`config.mk`:
```
export PLATFORM = sky130hd
export DESIGN_NAME = sipo_frame_rx_flat
export DESIGN_NICKNAME = d
export VERILOG_FILES = /design/src/rtl/sipo_rx_pkg.sv /design/src/rtl/sipo_frame_rx_if.sv /design/src/rtl/rx_fifo.sv /design/src/rtl/sipo_frame_rx.sv /design/src/flat_wrapper.sv
export SDC_FILE = /design/constraint.sdc
export NUM_CORES = 1
export LEC_CHECK = 0
export CAP_MARGIN = 10
export CORE_MARGIN = 10
export CORE_UTILIZATION = 58
export DETAILED_ROUTE_END_ITERATION = 12
export PLACE_DENSITY = 0.83
export SLEW_MARGIN = 20
export SYNTH_ARGS = -nofsm -noshare
export SYNTH_HDL_FRONTEND = slang
export SYNTH_SLANG_ARGS = --single-unit
```
`constraint.sdc`:
```
create_clock -name clk -period 4.03 [get_ports clk]
set_clock_uncertainty 0.05 [all_clocks]
set_input_delay 0.403 -clock clk [delete_from_list [all_inputs] [get_ports clk]]
set_output_delay 0.403 -clock clk [all_outputs]
set_load 0.01 [all_outputs]
```
`src/rtl/sipo_rx_pkg.sv`:
```
// Shared types and defaults for the serial-in / parallel-out frame receiver.
package sipo_rx_pkg;
   localparam int DEF_WIDTH = 8;
   localparam int DEF_DEPTH = 2;

   typedef enum logic [0:0] {IDLE = 1'b0, SHIFT = 1'b1} rx_state_e;

   localparam logic [0:0] ST_IDLE  = 1'b0;
   localparam logic [0:0] ST_SHIFT = 1'b1;
endpackage

```
`src/rtl/sipo_frame_rx_if.sv`:
```
// Bundle of serial input, word output and status signals of sipo_frame_rx.
interface sipo_frame_rx_if #(parameter int WIDTH = sipo_rx_pkg::DEF_WIDTH);
   import sipo_rx_pkg::*;

   // Output handshake: a word transfers on every rising edge where rx_valid and
   // rx_ready are both 1; rx_data/rx_valid stay stable while rx_ready is 0.
   logic             si;
   logic             si_valid;
   logic             sof;
   logic             rx_ready;
   logic             ovf_clr;
   logic [WIDTH-1:0] rx_data;
   logic             rx_valid;
   logic             busy;
   logic             frame_err;
   logic             overflow;
   rx_state_e        state_dbg;

   modport master (
      output si, si_valid, sof, rx_ready, ovf_clr,
      input  rx_data, rx_valid, busy, frame_err, overflow, state_dbg
   );

   modport slave (
      input  si, si_valid, sof, rx_ready, ovf_clr,
      output rx_data, rx_valid, busy, frame_err, overflow, state_dbg
   );
endinterface

```
`src/rtl/rx_fifo.sv`:
```
// Small synchronous FIFO holding completed words; head word is shown combinationally.
module rx_fifo #(
   parameter int WIDTH = 8,
   parameter int DEPTH = 2
) (
   input  logic             clk,
   input  logic             rst,
   input  logic             push,
   input  logic [WIDTH-1:0] push_data,
   input  logic             pop,
   output logic             full,
   output logic             empty,
   output logic [WIDTH-1:0] data
);
   localparam int AW = (DEPTH > 1) ? $clog2(DEPTH) : 1;
   localparam int CW = AW + 1;

   logic [WIDTH-1:0] mem [DEPTH];
   logic [AW-1:0]    wr_ptr;
   logic [AW-1:0]    rd_ptr;
   logic [CW-1:0]    count;
   logic             do_push;
   logic             do_pop;

   // A push into a full buffer is still taken when the head leaves on the same edge.
   assign do_pop  = pop && !empty;
   assign do_push = push && (!full || do_pop);

   always_ff @(posedge clk or negedge rst) begin
      if (!rst) begin
         for (int i = 0; i < DEPTH; i++) mem[i] <= '0;
         wr_ptr <= '0;
         rd_ptr <= '0;
         count  <= '0;
      end else begin
         if (do_push) begin
            mem[wr_ptr] <= push_data;
            wr_ptr      <= wr_ptr + AW'(1);
         end
         if (do_pop) rd_ptr <= rd_ptr + AW'(1);
         case ({do_push, do_pop})
            2'b10:   count <= count + CW'(1);
            2'b01:   count <= count - CW'(1);
            default: count <= count;
         endcase
      end
   end

   assign full  = (count == CW'(DEPTH));
   assign empty = (count == '0);
   assign data  = mem[rd_ptr];
endmodule

```
`src/rtl/sipo_frame_rx.sv`:
```
// Assembles MSB-first serial frames delimited by sof into WIDTH-bit words and
// queues them for a valid/ready consumer.
module sipo_frame_rx
   import sipo_rx_pkg::*;
#(
   parameter int WIDTH = DEF_WIDTH,
   parameter int DEPTH = DEF_DEPTH
) (
   input logic            clk,
   input logic            rst,
   sipo_frame_rx_if.slave bus
);
   localparam int CNTW = $clog2(WIDTH + 1);

   logic [0:0]       state;
   logic [WIDTH-1:0] shreg;
   logic [CNTW-1:0]  bit_cnt;
   logic             frame_err_q;
   logic             overflow_q;
   logic [WIDTH-1:0] shifted;
   logic             abort;
   logic             done;
   logic             pop;
   logic             drop;
   logic             full;
   logic             empty;
   logic [WIDTH-1:0] head;

   assign shifted = {shreg[WIDTH-2:0], bus.si};
   // sof always wins over completion, so a sof on the last bit is an abort.
   assign abort   = bus.si_valid && bus.sof && (state == ST_SHIFT);
   assign done    = bus.si_valid && !bus.sof && (state == ST_SHIFT) &&
                    (bit_cnt == CNTW'(WIDTH - 1));
   assign pop     = bus.rx_ready && !empty;
   assign drop    = done && full && !pop;

   always_ff @(posedge clk or negedge rst) begin
      if (!rst) begin
         state       <= ST_IDLE;
         shreg       <= '0;
         bit_cnt     <= '0;
         frame_err_q <= 1'b0;
         overflow_q  <= 1'b0;
      end else begin
         frame_err_q <= abort;
         if (drop)             overflow_q <= 1'b1;
         else if (bus.ovf_clr) overflow_q <= 1'b0;

         if (bus.si_valid) begin
            if (bus.sof) begin
               shreg   <= {{(WIDTH-1){1'b0}}, bus.si};
               bit_cnt <= CNTW'(1);
               state   <= ST_SHIFT;
            end else if (state == ST_SHIFT) begin
               shreg <= shifted;
               if (done) begin
                  bit_cnt <= '0;
                  state   <= ST_IDLE;
               end else begin
                  bit_cnt <= bit_cnt + CNTW'(1);
               end
            end
         end
      end
   end

   rx_fifo #(.WIDTH(WIDTH), .DEPTH(DEPTH)) u_fifo (
      .clk       (clk),
      .rst       (rst),
      .push      (done),
      .push_data (shifted),
      .pop       (pop),
      .full      (full),
      .empty     (empty),
      .data      (head)
   );

   assign bus.rx_data   = head;
   assign bus.rx_valid  = !empty;
   assign bus.busy      = (state == ST_SHIFT);
   assign bus.frame_err = frame_err_q;
   assign bus.overflow  = overflow_q;
   assign bus.state_dbg = rx_state_e'(state);
endmodule
```
`src/flat_wrapper.sv`:
```
// flat-port wrapper written by rule: the top's interface ports become plain ports
module sipo_frame_rx_flat import sipo_rx_pkg::*;
#(
   parameter int WIDTH = DEF_WIDTH,
   parameter int DEPTH = DEF_DEPTH
)
  (clk, rst, bus_si, bus_si_valid, bus_sof, bus_rx_ready, bus_ovf_clr, bus_rx_data, bus_rx_valid, bus_busy, bus_frame_err, bus_overflow, bus_state_dbg);
  sipo_frame_rx_if #(.WIDTH(WIDTH)) bus_i ();
  input logic clk;
  input logic rst;
  input wire logic [$bits(bus_i.si)-1:0] bus_si;
  input wire logic [$bits(bus_i.si_valid)-1:0] bus_si_valid;
  input wire logic [$bits(bus_i.sof)-1:0] bus_sof;
  input wire logic [$bits(bus_i.rx_ready)-1:0] bus_rx_ready;
  input wire logic [$bits(bus_i.ovf_clr)-1:0] bus_ovf_clr;
  output wire logic [$bits(bus_i.rx_data)-1:0] bus_rx_data;
  output wire logic [$bits(bus_i.rx_valid)-1:0] bus_rx_valid;
  output wire logic [$bits(bus_i.busy)-1:0] bus_busy;
  output wire logic [$bits(bus_i.frame_err)-1:0] bus_frame_err;
  output wire logic [$bits(bus_i.overflow)-1:0] bus_overflow;
  output wire logic [$bits(bus_i.state_dbg)-1:0] bus_state_dbg;
  assign bus_i.si = bus_si;
  assign bus_i.si_valid = bus_si_valid;
  assign bus_i.sof = bus_sof;
  assign bus_i.rx_ready = bus_rx_ready;
  assign bus_i.ovf_clr = bus_ovf_clr;
  assign bus_rx_data = bus_i.rx_data;
  assign bus_rx_valid = bus_i.rx_valid;
  assign bus_busy = bus_i.busy;
  assign bus_frame_err = bus_i.frame_err;
  assign bus_overflow = bus_i.overflow;
  assign bus_state_dbg = bus_i.state_dbg;
  sipo_frame_rx #(.WIDTH(WIDTH), .DEPTH(DEPTH)) u_core (.clk(clk), .rst(rst), .bus(bus_i));
endmodule
```
==> metrics.md <==
| Metric | Value |
|---|---|
| IO Port Bufs | 19 |
| Crit-path max FO | 15 |
| Part of the power in registers | 0.528 |
| Yosys top cell by area | dfrtp_1 |
| Largest net degree at the start of global routing | 35 |
| Period utilisation layout | 0.607 |
| Worst slew pin tran | 0.668 ns |
| Initial Util | 0.595 |
| Die width | between 70 and 80 microns |
| Vias | 1028 |
| Grt ovf | 0 |
| Final setup viols | 0 |
| CTS resizes | 0 |
| Critical Path Slowest Stage Cell | or4b_1 |
| Startpoint types | input pin |
| Outcome | complete, no violations |
| Final Hold Fails | 0 |
| Vias in the first global route | 1076 |
| Syn Nets | 133 |
| Max-slew violations | 0 |
| Layout cells sized above 1 | 0.255 |
| Die height | approximately 73 microns |
| Seq/Total Area, Yosys | 0.528 |
| Min Tclk post-route | ~2.4 ns |
| LEAKAGE | 0.000886 uW |
| Final worst setup slack | 1.58 ns |
| Initial DRC Count | 55 |
| # clock sinks | 34 |
| Worst path required time | 4.19 ns |
| Htree depth | 2 |
| Pwr dens | 474 nW/um^2 |
| Final TNS setup | 0 ns |
| Clock Tree Buf Depth | 2 |
| YS warnings | 0 |
| Clock Power Share | 0.214 |
| Crit end category | flip-flop |
| Total die area | 5290 sq um |
| Yosys top cell area share | 0.528 |
| Pint | 619 uW |
| DRC violations left | 0 |
| Synth top area cells | dfrtp_1 53%, mux2_2 12%, mux2_4 7.4%, a2bb2oi_1 3.8%, o22ai_1 3.5% |
| Total global-route track usage | 0.122 |
| VDD IR max | approximately 370 uV |
| Synthesized area | 1610 sq um |
| Slowest stage delay, CP | 0.78 ns |
| Average wire per standard cell | 17.5 microns |
| Hpwl dp | about 2.3 mm |
| Highest clock rate | approximately 400 MHz |
| Maxcap violations | 0 |
| Critical path class | in -> reg |
| Yosys reg bits | 34 |
| Critical Path, Cell by Cell | clkdlybuf4s50_1 > nand3b_1 > or4b_1 > mux2_4 |
| Hold_buf cts | 0 |
| Mapped Cells | 124 |
| Synth cell types | 30 |
| Initial antenna violation count | 0 |
| Total CTS buffers | 5 |
| CTS tree | yes |
| Switching portion of total power | 0.303 |
| Clock root cell | clkbuf_4 |
| RSZ-0062 raised after global routing | no |
| Synthesis-to-finish area growth | 16.1% |
| Io pins | 20 |
| Clock slew at reported path FFs | 0.10 ns |
| DR vias/cell | 5.84 |
| Detailed Route WL | 3.08 mm |
| Antenna cell count | 0 |
| Global-route wire length before repair | about 5.2 mm |
| Skew-Pair Late Insertion Delay | around 0.32 ns |
| WP data arrival | 2.60 ns |
| 1st-pass router iterations | 4 |
| Pre-CTS setup slack | roughly 1.2 ns |
| Avg Cell Area, Syn | between 10 and 15 sq um |
| Logic gate share of total power | 0.258 |
| Layout Nets | 153 |
| Post-CTS setup buffers | 0 |
| GPL Wtd Cong | 0.684 |
| ANT nets after route | 0 |
| Core area | 2710 sq um |
| Slew headroom | 0.554 |
| Psw | 269 uW |
| Hold Crit Class | in -> async |
| Rows | 19 |
==> worst max-delay path: cells and delay by family <==
kind | cells | cell delay [ns]
buf+inv | 1 | 0.76
mux | 1 | 0.38
simple gates | 2 | 1.05
==> sequential cells by signal, summed over array words and instances, names as in the netlist <==
name / count
u_core.u_fifo.rd_ptr: 1
u_core.bit_cnt: 4
u_core.bus.busy: 1
u_core.u_fifo.mem: 16
u_core.bus.overflow: 1
u_core.bus.frame_err: 1
u_core.shreg: 7
u_core.u_fifo.wr_ptr: 1
u_core.u_fifo.count: 2
==> through the flow <==
step | hold WS, ns | instance area [sq um] | total power [uW] | util | std cells
2_1_floorplan | 0.0574 | 1610 | 617 | - | 124
3_3_place_gp | 0.414 | 1810 | 687 | 0.669 | 168
3_5_place_dp | 0.428 | 1810 | 706 | 0.669 | 168
4_1_cts | 0.437 | 1870 | 897 | 0.691 | 176
5_1_grt | 0.427 | 1870 | 940 | 0.691 | 176
6_report | 0.429 | 1870 | 887 | 0.691 | 176
==> logic make-up after synthesis <==
| logic type | after synthesis | share of synthesized area |
|---|---|---|
| buf+inv | 18 | 0.0489 |
| xor+xnor | 5 | 0.0272 |
| simple gates | 16 | 0.0791 |
| mux | 26 | 0.199 |
| compound gates | 23 | 0.102 |
| flops | 34 | 0.528 |
| fa+ha+maj | 2 | 0.0155 |
==> cell usage after synthesis <==
cell type / n
or2_2: 1
mux2_4: 8
clkbuf_1: 5
nand3b_4: 1
o2bb2ai_1: 1
nor2_1: 2
or4b_1: 1
a21boi_0: 1
dfrtp_1: 34
nor4_4: 1
a2bb2oi_1: 7
a22o_1: 1
inv_1: 11
a31oi_1: 2
xor2_1: 2
buf_6: 1
mux2_2: 17
o22ai_1: 9
nand4_1: 1
nand2_1: 2
and2_1: 2
nand3b_1: 1
buf_4: 1
nor3b_1: 2
xnor2_1: 3
ha_1: 2
and3_1: 1
o21ai_0: 2
mux2i_1: 1
or3_2: 1
==> final cells by class <==
cell class	instances	area, sq um
Fill cell	203	838
Sequential cell	34	851
Clock buffer	7	55.1
Multi-Input combinational cell	72	683
Inverter	11	41.3
Tap cell	31	38.8
Timing Repair Buffer	20	198
Clock inverter	1	5.00
==> placed cells by master, fill, tap and decap left out, types with 2 or more instances in the layout <==
cell type and count:
xnor2_1 3, o22ai_1 9, ha_1 2, mux2_4 8, inv_1 11, dfrtp_1 34
a31oi_1 2, o21ai_0 2, clkbuf_4 5, and2_1 2, nor3b_1 2, xor2_1 2
clkdlybuf4s50_1 19, a2bb2oi_1 7, nand2_1 2, mux2_2 17, nor2_1 2
==> layer usage <==
layer	up-vias	wire, microns	track usage
met2	30	1530	0.199
met5	-	0	0
met3	6	177	0.0517
met1	508	1340	0.145
li1	484	-	-
met4	0	29	0.0253
==> power groups by stage <==
stage | Clock [uW] | Sequential (uW) | Combinational (uW)
final | 190 | 469 | 229
after global routing | 213 | 477 | 249
after CTS | 197 | 469 | 232
after detailed placement | 0 | 476 | 231
after global placement | 0 | 468 | 219
after floorplan | 0 | 441 | 175
==> final timing paths <==
kind	slack [ns]	end	depth (start not counted)	startpoint
setup / recovery	1.58	u_core.u_fifo.mem[0]	4	bus_si_valid
hold / removal	0.43	u_core.u_fifo.mem[13]	2	rst
setup reg to reg	1.78	u_core.u_fifo.mem[0]	3	u_core.bus.busy
hold reg to reg	0.45	u_core.u_fifo.count[1]	1	u_core.u_fifo.count[1]
max in group asynchronous	3.20	u_core.u_fifo.mem[11]	2	rst
min in group clk	0.45	u_core.u_fifo.count[1]	1	u_core.u_fifo.count[1]
Note: power is estimated with default switching activity, not from simulation.
